## src/rtl/joint_rcservo_multi.sv

```systemverilog
// Multi-channel RC-servo joint generator: per-channel signed step-rate command
// drives a saturating position counter that is mapped to a frame-latched servo pulse.
module joint_rcservo_multi #(
  parameter int unsigned CHANNELS     = 4,
  parameter int unsigned SERVO_PERIOD = 480000,
  parameter int unsigned SERVO_CENTER = 72000,
  parameter int unsigned PULSE_MIN    = 48000,
  parameter int unsigned PULSE_MAX    = 96000,
  parameter int unsigned SCALE_SHIFT  = 6,
  parameter int unsigned FB_LIMIT     = 1048576
) (
  input  logic                    clk,
  input  logic                    rst,
  input  logic [CHANNELS-1:0]     enable,
  input  logic [32*CHANNELS-1:0]  jointFreqCmd,
  output logic [32*CHANNELS-1:0]  jointFeedback,
  output logic [CHANNELS-1:0]     PWM,
  output logic                    frame_strobe
);

  localparam int unsigned FW = (SERVO_PERIOD > 1) ? $clog2(SERVO_PERIOD) : 1;
  localparam logic [FW-1:0] FRAME_LAST = FW'(SERVO_PERIOD - 1);

  localparam logic signed [32:0] CENTER_W = 33'(SERVO_CENTER);
  localparam logic signed [32:0] MIN_W    = 33'(PULSE_MIN);
  localparam logic signed [32:0] MAX_W    = 33'(PULSE_MAX);
  localparam logic signed [31:0] LIM_P    = 32'(FB_LIMIT);
  localparam logic signed [31:0] LIM_N    = -LIM_P;

  // Per-channel state
  logic        [31:0]  cnt_q   [CHANNELS];
  logic        [31:0]  cnt_d   [CHANNELS];
  logic signed [31:0]  fb_q    [CHANNELS];
  logic signed [31:0]  fb_d    [CHANNELS];
  logic        [FW-1:0] width_q [CHANNELS];
  logic [CHANNELS-1:0] phase_q;
  logic [CHANNELS-1:0] phase_d;

  // Shared frame timer
  logic [FW-1:0] frame_cnt;

  // Combinational per-channel helpers
  logic signed [31:0]  cmd     [CHANNELS];
  logic        [31:0]  mag     [CHANNELS];
  logic        [31:0]  half    [CHANNELS];
  logic signed [31:0]  fb_sh   [CHANNELS];
  logic signed [32:0]  w_raw   [CHANNELS];
  logic        [FW-1:0] width_c [CHANNELS];

  // Step generator next-state: half-period counter, phase toggle, saturating step
  always_comb begin
    phase_d = phase_q;
    for (int i = 0; i < int'(CHANNELS); i++) begin
      cmd[i]   = jointFreqCmd[32*i +: 32];
      mag[i]   = cmd[i][31] ? 32'(~cmd[i] + 32'sd1) : 32'(cmd[i]);
      half[i]  = mag[i] >> 1;
      cnt_d[i] = cnt_q[i];
      fb_d[i]  = fb_q[i];

      if (!enable[i] || (cmd[i] == 32'sd0)) begin
        cnt_d[i] = '0;
      end else if (cnt_q[i] >= half[i]) begin
        cnt_d[i]   = '0;
        phase_d[i] = ~phase_q[i];
        if (phase_q[i]) begin
          if (!cmd[i][31] && (fb_q[i] < LIM_P)) begin
            fb_d[i] = fb_q[i] + 32'sd1;
          end else if (cmd[i][31] && (fb_q[i] > LIM_N)) begin
            fb_d[i] = fb_q[i] - 32'sd1;
          end
        end
      end else begin
        cnt_d[i] = cnt_q[i] + 32'd1;
      end
    end
  end

  // Feedback to pulse width: arithmetic shift (rounds toward -inf), then clamp
  always_comb begin
    for (int i = 0; i < int'(CHANNELS); i++) begin
      fb_sh[i] = fb_q[i] >>> SCALE_SHIFT;
      w_raw[i] = CENTER_W + $signed({fb_sh[i][31], fb_sh[i]});
      if (w_raw[i] < MIN_W) begin
        width_c[i] = FW'(MIN_W);
      end else if (w_raw[i] > MAX_W) begin
        width_c[i] = FW'(MAX_W);
      end else begin
        width_c[i] = FW'(w_raw[i]);
      end
    end
  end

  // State registers; widths latch only on the frame wrap so a pulse never changes mid-frame
  always_ff @(posedge clk) begin
    if (rst) begin
      frame_cnt <= FRAME_LAST;
      phase_q   <= '0;
      for (int i = 0; i < int'(CHANNELS); i++) begin
        cnt_q[i]   <= '0;
        fb_q[i]    <= '0;
        width_q[i] <= '0;
      end
    end else begin
      phase_q   <= phase_d;
      frame_cnt <= (frame_cnt == FRAME_LAST) ? '0 : frame_cnt + FW'(1);
      for (int i = 0; i < int'(CHANNELS); i++) begin
        cnt_q[i] <= cnt_d[i];
        fb_q[i]  <= fb_d[i];
        if (frame_cnt == FRAME_LAST) begin
          width_q[i] <= width_c[i];
        end
      end
    end
  end

  // Outputs decoded purely from registers
  for (genvar g = 0; g < int'(CHANNELS); g++) begin : g_out
    assign jointFeedback[32*g +: 32] = fb_q[g];
    assign PWM[g]                    = (frame_cnt < width_q[g]);
  end

  assign frame_strobe = (frame_cnt == '0);

endmodule

```

## config.mk

```make
export PLATFORM = sky130hd
export DESIGN_NAME = joint_rcservo_multi
export DESIGN_NICKNAME = d
export VERILOG_FILES = /design/src/rtl/joint_rcservo_multi.sv
export SDC_FILE = /design/constraint.sdc
export NUM_CORES = 1
export LEC_CHECK = 0
export BUFFER_PORTS_ARGS = -buffer_cell sky130_fd_sc_hd__buf_2
export CAP_MARGIN = 10
export CORE_ASPECT_RATIO = 0.7
export CORE_MARGIN = 5
export CORE_UTILIZATION = 48
export CTS_CLUSTER_SIZE = 30
export DETAILED_ROUTE_END_ITERATION = 6
export PLACE_DENSITY = 0.67
export SYNTH_ARGS = -nofsm -noshare
export SYNTH_HDL_FRONTEND = slang
export SYNTH_SLANG_ARGS = --single-unit
```

## constraint.sdc

```tcl
create_clock -name clk -period 5.71 [get_ports clk]
set_clock_uncertainty 0.15 [all_clocks]
set_input_delay 0.8565 -clock clk [delete_from_list [all_inputs] [get_ports clk]]
set_output_delay 0.8565 -clock clk [all_outputs]
set_load 0.02 [all_outputs]
```

Word-level counts from Yosys, hierarchy flattened

Memory sizes are Yosys's and may differ from the RTL's.
Index checks and enable logic that the tools add are counted.

Register bits after elaboration: 23
Memory bits (writable): 332
Input port bits: 134
Output and inout port bits: 133
Word-level logic and storage cells: 168
Memories kept: 3

$add $sub $neg: 21
$lt $le $gt $ge: 24
Eq/ne operators: 1
Mux-type cells: 59
Bitwise gates (word level): 24
Reduce and logical (&&, ||, !) cells: 30

Memory list:

| name    | words | width | read ports | clocked after Yosys merged registers in | write ports | line | text |
|---|---|---|---|---|---|---|---|
| cnt_q   | 4     | 32    | 4          | 0                                       | 4           | 31   | `logic [31:0] cnt_q [CHANNELS];` |
| fb_q    | 4     | 32    | 4          | 0                                       | 4           | 33   | `logic signed [31:0] fb_q [CHANNELS];` |
| width_q | 4     | 19    | 4          | 0                                       | 4           | 35   | `logic [FW-1:0] width_q [CHANNELS];` |

Operators with widths:

| kind                     | count |
|---|---|
| $mux W32                 | 40 |
| $add A32 B2 Y32 const B  | 8 |
| $mux W19                 | 13 |
| $add A32 B1 Y32 const B  | 4 |
| $ge A32 B31 Y1           | 4 |
| $gt A32 B21 Y1 const B   | 4 |
| $logic_not A32 Y1        | 4 |
| $lt A32 B22 Y1 const B   | 4 |
| $not A32 Y32             | 4 |
| $sub A32 B2 Y32 const B  | 4 |
| $add A18 B26 Y27 const A | 4 |
| $gt A27 B18 Y1 const B   | 4 |
| $lt A27 B17 Y1 const B   | 4 |
| $lt A19 B19 Y1           | 4 |
| $add A19 B1 Y19 const B  | 1 |
| $eq A19 B19 Y1 const B   | 1 |
| $logic_not A19 Y1        | 1 |
| $or A1 B1 Y1             | 12 |
| $logic_and A1 B1 Y1      | 8 |
| $logic_not A1 Y1         | 8 |
| $not A1 Y1               | 8 |
| $reduce_and A2 Y1        | 4 |
| $mux W1                  | 6 |
| $logic_or A1 B1 Y1       | 4 |
| $reduce_or A2 Y1         | 1 |

Logic depth before layout (Yosys ltp)

An unclocked memory read counts as a cell.

Depth in word-level cells: 9
Gate-level depth with buffers: 21
Gate-level depth less buffers: 18

Worst setup path after synthesis

OpenSTA, ideal clock, no wires.

Path kind: input -> register
Start point: input port jointFreqCmd[99]
End point: memory fb_q[3][31]
Library setup time: 0.121 ns
Data arrival time: 4.971 ns
Slack: 0.468 ns
Stages: 17
Path buffers: 1
Cell sequence: or4_4 -> nor3_4 -> nand2_1 -> or3_1 -> or2_4 -> or3_4 -> or4b_1 -> ha_1 -> a211o_1 -> a31oi_1 -> o211ai_1 -> a311oi_1 -> nand2b_1 -> buf_4 -> nor2_1 -> mux2i_1 -> mux2_2

RTL lines:

| element            | line | text |
|---|---|---|
| start: declaration | 15   | `input logic [32*CHANNELS-1:0] jointFreqCmd,` |
| end: declaration   | 33   |  |

==> impl_summary.txt <==
----------------------------------------------------
[Synthesis]
  Count of state elements after synthesis ... 355
  Post-Synthesis Mean Instance Area ... 8.10 µm²
  Cells after Synth ... 3668
  Number of distinct library cells after synthesis ... 93
  Post-synth EDFFs ... 76
  Cell area after synthesis ... 29700 µm²
  Top_reg_cell synth ... dfxtp_1
  Sequential area share after synthesis ... 26.5%
  Asr flop ratio synth ... 0%
  Yosys synthesis warning count ... 0

[Floorplanning]
  Row count ... 76
  Initial core utilization ... 48.3%
  Core box area ... 61400 µm²
  Die Span Y ... 218 µm
  Die Span X ... 307 µm
  Top-level port count ... 267
  Die Area ... 67000 µm²

[Timing]
  Final worst path period need ... 5.25 ns
  Final hold violations ... 0
  Max-slew violation total from the final report ... 0
  FMAX ... 0.190 GHz
  Worst Tran Pin Value ... 1.10 ns
  Unrepaired setup endpoints after global routing ... false
  Final setup margin ... 0.456 ns
  Final Cycle Share ... 92.0%
  Total setup violations reported at the end of the flow ... 0
  Max_slew headroom ... 26.7%

[Final layout]
  Synthesis-to-finish area growth ... 12.0%
  Share of post-route cells with drive strength above 1 ... 11.6%
  Area of the multi-input gates ... 20600 µm²
  Count of filler cells inserted in the layout ... 5884
  Reg area ... 7870 µm²
  Number of nets at the end of the flow ... 4368
  Non-filler cells, final ... 4746

[Power]
  Leak Pwr ... 14.6 nW
  VDD IR-drop max ... 0.286 mV
  Power per cell area ... 218 nW/µm²
  Tot Pwr ... 7.26 mW

[Worst setup path]
  Worst-path fanout max ... 44
  Crit end category ... register
  Setup crit start kind ... input pin
  Startpoint-to-endpoint class of the critical path ... in2reg
  Required time at the worst-slack endpoint ... 6.00 ns
  Data arrival time at the worst-slack endpoint ... 5.54 ns

[Place]
  Number of cells in the design after placement ... 4672
  Placed wire-length estimate after detailed placement ... 60100 µm
  Pre-CTS WS ... -0.0322 ns
  Buffers on Ports ... 266
  Routability congestion estimate from global placement ... 0.916

[Detailed routing]
  Met2 WL ... 31900 µm
  Avg Vias per Cell ... 5.68
  Avg WL per Cell ... 16.6 µm
  DRT antenna net count ... 0
  Iter 0 DRT Violations ... 1809
  Routed wire length on met3 ... 4930 µm
  Met1 layer wirelength in the final routing ... 40400 µm
  Total Wirelength ... 78600 µm
  DRC Markers ... 5
  Number of vias after detailed routing ... 26.9k
  Router iterations before antenna repair ... 7
  Uppermost layer routed ... met4

[Global route]
  Aggregate global-route resource usage ... 22.4%
  Largest net degree at the start of global routing ... 82
  Antenna violations before repair ... 1
  Via count of the first global-routing pass ... 24.6k
  First-pass GRT wire length ... 127000 µm
  Sum of overflow across all layers after global routing ... 0

[Flow run]
  Count of maximum capacitance violations ... 0

[Clocking]
  Maximum root-to-sink buffer count ... 3
  Hold buffer count at cts ... 0
  Total CTS buffers ... 41
  Insertion delay to the later sink of the worst-skew pair ... 0.57 ns
  H-Tree Level Count ... 2
  Resized cells post-CTS ... 0
  Clock sinks ... 355
  Buffers inserted by post-CTS timing repair ... 0
  TritonCTS clock tree ... built
  Clk pin slew, worst setup/hold paths ... 0.06 ns
  Clock tree root buffer cell ... clkbuf_16

[Status]
  Violated checks ... design-rule violations
  Run status ... complete, but fails checks

[Worst hold path]
  Type of the most critical hold path ... reg2reg

----------------------------------------------------
-- cell usage after synthesis (51+ instances only) --
cell type	count	area share [%]
a21o_1	99	2.5
a21oi_1	256	4.3
and2_1	51	1.1
and3_1	65	1.4
clkbuf_1	95	1.2
dfxtp_1	279	19
edfxtp_1	76	7.7
ha_1	334	14
inv_1	152	1.9
nand2_1	328	4.1
nand3_1	115	1.9
nand4_1	52	1.1
nor2_1	407	5.1
nor3_1	56	0.94
o21ai_0	178	3.0
xnor2_1	139	4.1
xor2_1	257	7.6
-- area by class of cell --
| cell class | count | area share (%) |
|---|---|---|
| inverters | 152 | 1.72 |
| repair buffers | 328 | 5.60 |
| flip-flops and latches | 355 | 23.7 |
| well taps | 819 | 3.08 |
| clock buffers | 50 | 3.34 |
| clock inverters | 23 | 0.745 |
| multi-input cells | 3018 | 61.9 |
| diodes | 1 | 0.00752 |
-- routing by layer --
metal  vias to the layer above  track usage (%)
met5                         -                0
met2                       636             33.1
met4                         0             4.53
li1                      13700                -
met1                     12500             34.3
met3                        93             3.97
-- logic make-up after synthesis --
logic type,count (synthesis),synth area share (%)
adder cells (fa/ha/maj),338,14.3
AND/OR/NAND/NOR,1332,22.0
XOR/XNOR,396,11.7
multiplexers,40,1.36
other,1,0.0126
flip-flops,355,26.5
AO/OA/AOI/OAI,904,19.8
buffers and inverters,302,4.39
-- final timing paths --
| check | from | to | slack, ns | cells past startpoint |
|---|---|---|---|---|
| hold / removal | cnt_q[0][30] | cnt_q[0][31] | 0.32 | 2 |
| hold reg to reg | cnt_q[0][30] | cnt_q[0][31] | 0.32 | 2 |
| setup reg to reg | fb_q[0][24] | fb_q[0][31] | 0.78 | 16 |
| setup / recovery | jointFreqCmd[99] | fb_q[3][30] | 0.46 | 19 |
-- cells in the final DEF (no fill, tap or decap), types with 76 or more instances in the layout --
master,netlist,routed
xnor2_1,139,139
dfxtp_1,279,279
inv_1,152,152
buf_2,20,265
nor2_1,407,407
a21oi_1,256,256
edfxtp_1,76,76
xor2_1,257,257
ha_1,334,334
nand3_1,115,115
o21ai_0,178,178
nand2_1,328,328
a21o_1,99,99
-- per-stage QoR --
step / instance area [µm²] / hold WS [ns] / setup TNS [ns] / utilization (%)
5_1_grt: 33300 / 0.344 / 0 / 54.1
3_5_place_dp: 31900 / 0.315 / -0.0823 / 51.9
6_report: 33300 / 0.320 / 0 / 54.1
2_1_floorplan: 29700 / 0.287 / 0 / -
4_1_cts: 33300 / 0.323 / 0 / 54.1
3_3_place_gp: 31900 / 0.307 / 0 / 51.9
-- power by group --
group	internal, mW	switching [mW]
Clock	1.61	1.12
Combinational	0.641	0.887
Sequential	2.80	0.202
Total	5.05	2.21
-- flip-flops by register name (all words and copies together) (netlist names) --
name	count
cnt_q	128
fb_q	128
frame_cnt	19
phase_q	4
width_q	76
-- worst max-delay path, cell delays in order --
cell	delay, ns
buf_2	0.10
or4_4	0.56
nor3_4	0.16
nand2_1	0.11
or3_1	0.38
or2_4	0.26
or3_4	0.40
o21ai_0	0.21
xor2_1	0.17
ha_1	0.24
and3_1	0.18
a221o_1	0.32
a31oi_1	0.22
o211ai_1	0.12
a311oi_1	0.31
nand2b_2	0.29
buf_12	0.23
nor4_1	0.08
a311o_1	0.33
Power figures use the tool's default switching activity.
